### src/rtl/pc_fetch_reg.sv
// -----------------------------------------------------------------------------
// pc_fetch_reg
//
// Program-counter register and single-instruction fetch sequencer. It sits
// directly after the branch mux: it holds the current PC, fetches the word at
// that PC over a req/ack handshake, presents it until downstream consumes it,
// then loads the next PC selected by the mux. Only one instruction is ever in
// flight or held.
//
// Parameters
//   w         datapath width of PC, addresses and instruction words
//   RESET_PC  PC loaded on reset (4-byte aligned)
//   PC_STEP   increment used to form the fall-through PC
//
// Ports
//   clk           rising-edge clock
//   rst_n         asynchronous active-low reset
//   pc_mux_out    next PC from the branch mux, sampled only on consume
//   stall         downstream not ready; the held instruction is kept
//   imem_ack      memory returns imem_rdata for the outstanding request
//   imem_rdata    instruction word, valid with imem_ack
//   imem_req      fetch request (registered)
//   imem_addr     fetch address, always equal to pc
//   pc            current PC register
//   pcoutput      pc + PC_STEP (wraps), fed back to the branch mux
//   instr         last fetched instruction word
//   instr_valid   instr/pc hold a fetched, unconsumed instruction
//   retire_count  instructions consumed since reset (wraps)
//   misalign_err  sticky: a non-word-aligned next PC was received
// -----------------------------------------------------------------------------
module pc_fetch_reg #(
  parameter int unsigned     w        = 32,
  parameter logic [w-1:0]    RESET_PC = '0,
  parameter int unsigned     PC_STEP  = 4
) (
  input  logic         clk,
  input  logic         rst_n,
  input  logic [w-1:0] pc_mux_out,
  input  logic         stall,
  input  logic         imem_ack,
  input  logic [w-1:0] imem_rdata,
  output logic         imem_req,
  output logic [w-1:0] imem_addr,
  output logic [w-1:0] pc,
  output logic [w-1:0] pcoutput,
  output logic [w-1:0] instr,
  output logic         instr_valid,
  output logic [w-1:0] retire_count,
  output logic         misalign_err
);

  typedef enum logic [1:0] {
    BOOT  = 2'd0,
    REQ   = 2'd1,
    VALID = 2'd2
  } state_t;

  state_t       state_reg;
  logic [w-1:0] pc_reg;
  logic [w-1:0] instr_reg;
  logic [w-1:0] retire_count_reg;
  logic         misalign_err_reg;
  logic         imem_req_reg;
  logic         instr_valid_reg;

  // Handshake flags are registered alongside the state so neither output has
  // a combinational path from imem_ack or stall.
  always_ff @(posedge clk or negedge rst_n) begin
    if (!rst_n) begin
      state_reg        <= BOOT;
      pc_reg           <= RESET_PC;
      instr_reg        <= '0;
      retire_count_reg <= '0;
      misalign_err_reg <= 1'b0;
      imem_req_reg     <= 1'b0;
      instr_valid_reg  <= 1'b0;
    end else begin
      case (state_reg)
        // One quiet cycle after reset release before the first request.
        BOOT: begin
          state_reg    <= REQ;
          imem_req_reg <= 1'b1;
        end

        // Request and address stay stable until memory answers; no timeout.
        REQ: begin
          if (imem_ack) begin
            instr_reg       <= imem_rdata;
            instr_valid_reg <= 1'b1;
            imem_req_reg    <= 1'b0;
            state_reg       <= VALID;
          end
        end

        // Hold until consumed. On consume the next PC is forced to a word
        // boundary; a misaligned target is only flagged, fetch proceeds.
        VALID: begin
          if (!stall) begin
            pc_reg           <= {pc_mux_out[w-1:2], 2'b00};
            retire_count_reg <= retire_count_reg + w'(1);
            if (pc_mux_out[1:0] != 2'b00) begin
              misalign_err_reg <= 1'b1;
            end
            instr_valid_reg  <= 1'b0;
            imem_req_reg     <= 1'b1;
            state_reg        <= REQ;
          end
        end

        default: begin
          state_reg       <= BOOT;
          imem_req_reg    <= 1'b0;
          instr_valid_reg <= 1'b0;
        end
      endcase
    end
  end

  assign imem_req     = imem_req_reg;
  assign instr_valid  = instr_valid_reg;
  assign pc           = pc_reg;
  assign imem_addr    = pc_reg;
  assign pcoutput     = pc_reg + w'(PC_STEP);
  assign instr        = instr_reg;
  assign retire_count = retire_count_reg;
  assign misalign_err = misalign_err_reg;

endmodule

### config.mk
export PLATFORM = sky130hd
export DESIGN_NAME = pc_fetch_reg
export DESIGN_NICKNAME = d
export VERILOG_FILES = /design/src/rtl/pc_fetch_reg.sv
export SDC_FILE = /design/constraint.sdc
export NUM_CORES = 1
export LEC_CHECK = 0
export BUFFER_PORTS_ARGS = -buffer_cell sky130_fd_sc_hd__buf_2
export CAP_MARGIN = 20
export CORE_MARGIN = 5
export CORE_UTILIZATION = 50
export DETAILED_ROUTE_END_ITERATION = 6
export MAX_ROUTING_LAYER = met4
export PLACE_DENSITY = 0.86
export SYNTH_ARGS = -nofsm -noshare
export SYNTH_HDL_FRONTEND = slang
export SYNTH_SLANG_ARGS = --single-unit
### constraint.sdc
create_clock -name clk -period 4.05 [get_ports clk]
set_clock_uncertainty 0.05 [all_clocks]
set_input_delay 0.2025 -clock clk [delete_from_list [all_inputs] [get_ports clk]]
set_output_delay 0.2025 -clock clk [all_outputs]
set_load 0.05 [all_outputs]
==> flow_summary.yaml <==
status:
  status: "finished clean"
synthesis:
  ys_ff_latch: 98
  synth.area.top_cells: "dfrtp_1 52%, xnor2_1 8.9%, nand2_1 8.5%, mux2_2 7.6%, buf_4 5.7%"
  synth_top_area_cell: "dfrtp_1"
  synth_top_area_share_pct: 51.8
  syn_avg_cell_area_sq_um: 10.5
  synth_area_sq_um: 4730
  synth_ff_type: "dfrtp_1"
  synth_edf_count: 0
  yosysUniqueCellTypes: 30
  synth-async-reset-ratio_pct: 100
  yosys_warnings: 0
  ys_seq_area_share_pct: 51.8
  post-synth-top-count-cell: "nand2_1"
  netlist_top_cells_count: "107 x nand2_1, 98 x dfrtp_1, 48 x xnor2_1, 36 x buf_4, 32 x mux2_2"
  synth_cells: 450
detailed_routing:
  via_per_inst: 5.09
  first_iter_violations: 234
  dr.pass1.iters: 5
  antenna_left: 0
  met2_wirelength_mm: 6.45
  via_count: 4111
  wl_met3_um: 977
  top_layer_used: "met4"
  wirelength_mm: 12.8
  route.detailed.drc: 0
  met1_length_mm: 5.00
  wl_per_cell_um: 15.8
timing:
  tightest_slew_ns: 0.690
  post-route-min-period_ns: 2.87
  rsz0062_at_grt: "no"
  fin_crit_sh_pct: 70.9
  final-setup-viol-count: 0
  drv_slew: 0
  relSlewSlack_pct: 53.6
  fmax_mhz: 348
  final_hold_viol_count: 0
  fin_tns_setup_ns: 0
clock_network:
  cts_tree: "built"
  post_cts_buffers: 0
  clk_pin_slew_ns: 0.11
  cts-htree-levels: 3
  cts_inserted_buffers: 9
  clock_path_buffers: 2
  clock_latency_ns: 0.36
  cts-root-buf: "clkbuf_8"
  cts_hold_buffers: 29
  cts.sinks: 98
  post_cts_resized: 0
cells_and_area:
  synthToLayoutAreaGrowth_pct: 31.4
  fillCellCount: 676
  fin_util_pct: 67.4
  final_nets: 744
  diodes: 0
  drive_gt1_share_pct: 41.5
die:
  rows: 35
  dieArea_sq_um: 11500
  ioPinCount: 231
  die_x_um: 107
  initial_core_util_pct: 51.2
  die_y_um: 107
  core_area_sq_um: 9240
critical_path:
  required_ns: 3.80
  worstPathCellList: "nand4_1, nor4_2, nand4_1, xnor2_1, buf_2"
  cp.arrival_ns: 2.62
  crit_start: "imem_addr[7]$_DFFE_PN0P_"
  worstSetupStartpointType: "flip-flop"
  r2r_start: "state_reg[0]$_DFFE_PN0P_"
  end_kind: "primary output"
  critPathSlowestCell: "nor4_2"
  critical_path.max_stage_delay_ns: 0.74
  cp_common_cell: "nand4_1"
  critPathMaxFanout: 7
  worstSetupPathType: "reg -> out"
placement:
  gp_congestion: 0.836
  port_buffers: 224
  hpwl_mm: 9.11
hold_path:
  hold_path.class: "in -> reg"
  min-delay-start: "imem_rdata[0]"
global_routing:
  antenna_found_initial: 0
  grt_pass1_vias: 4263
  grt_usage_pct: 23.1
  grt_overflow_total: 0
  grt_max_degree: 52
  grt_pass1_wl_mm: 20.8
power:
  fin_total_pwr_uw: 5860
  p_leak_uw: 0.00330
  peakVddDrop_v: 0.000701
  powerDensity_nw_per_um2: 942
run:
  drv_cap: 0
[stage by stage]
stage | instances | instance area [sq um] | worst slack (ns) | hold WS [ns]
floorplan | 455 | 4750 | 1.16 | -0.143
global placement | 761 | 5720 | 1.67 | 0.208
detailed placement | 761 | 5720 | 1.58 | 0.229
CTS | 806 | 6200 | 1.17 | 0.00446
global route | 808 | 6220 | 0.965 | 0.000937
finish | 808 | 6220 | 1.18 | 0.0187
[layout make-up]
cell class                      instances  area (sq um)  area share [%]
Multi-Input combinational cell        301          1930            31.0
Clock buffer                           10           138            2.21
Tap cell                              129           161            2.59
Sequential cell                        98          2450            39.4
Clock inverter                          6          58.8           0.945
Timing Repair Buffer                  259          1460            23.5
Inverter                                5          18.8           0.302
[worst max-delay path, delay by kind of cell, from the launching register on]
family / cells / cell delay, ns
xor gates and xnor gates: 1 / 0.17
buffers and inverters: 1 / 0.28
DFF: 1 / 0.49
and+or+nand+nor: 3 / 1.31
[logic make-up (layout without fill, tap and decap cells)]
logic type / Yosys count / after routing / share of synthesized area [%]
compound gates: 7 / 7 / 0.819
flops: 98 / 98 / 51.8
mux: 32 / 32 / 7.61
other cells: 1 / 6 / 0.0792
xor+xnor: 59 / 59 / 10.9
simple gates: 195 / 195 / 20.3
fa+ha+maj: 2 / 2 / 0.528
buf+inv: 56 / 280 / 7.93
[where the power goes]
| group | internal (uW) | total [uW] | switching [uW] |
|---|---|---|---|
| logic | 792 | 3560 | 2770 |
| registers | 1310 | 1680 | 369 |
| clock network | 255 | 619 | 365 |
[worst paths after layout]
path | end | slack, ns | cells past startpoint
min in group asynchronous | retire_count[23]$_DFFE_PN0P_ | 0.36 | 2
max in group asynchronous | state_reg[1]$_DFFE_PN0P_ | 2.55 | 3
setup / recovery | pcoutput[28] | 1.18 | 5
setup reg to reg | retire_count[27]$_DFFE_PN0P_ | 1.67 | 5
hold / removal | instr[0]$_DFFE_PN0P_ | 0.02 | 2
hold reg to reg | retire_count[31]$_DFFE_PN0P_ | 0.43 | 1
[metal layers]
metal	vias up	track usage, %
met4	0	8.68
met2	210	39.8
li1	1903	-
met3	35	5.46
met5	-	-
met1	1963	26.1
[cells in the final DEF (no fill, tap or decap), types with 2 or more instances in the layout]
cell and count:
buf_2 223, nand2_1 107, dfrtp_1 98, xnor2_1 48
mux2_2 32, dlygate4sd3_1 31, nand4_1 25, nand3_1 23
xor2_1 11, nor2_1 10, clkbuf_8 10, and3_1 7
conb_1 6, and2_1 5, inv_1 5, buf_4 5
nor3_1 4, and4_1 4, o21ai_0 4, nor4_4 3
ha_1 2, inv_6 2
Power figures use the tool's default switching activity.
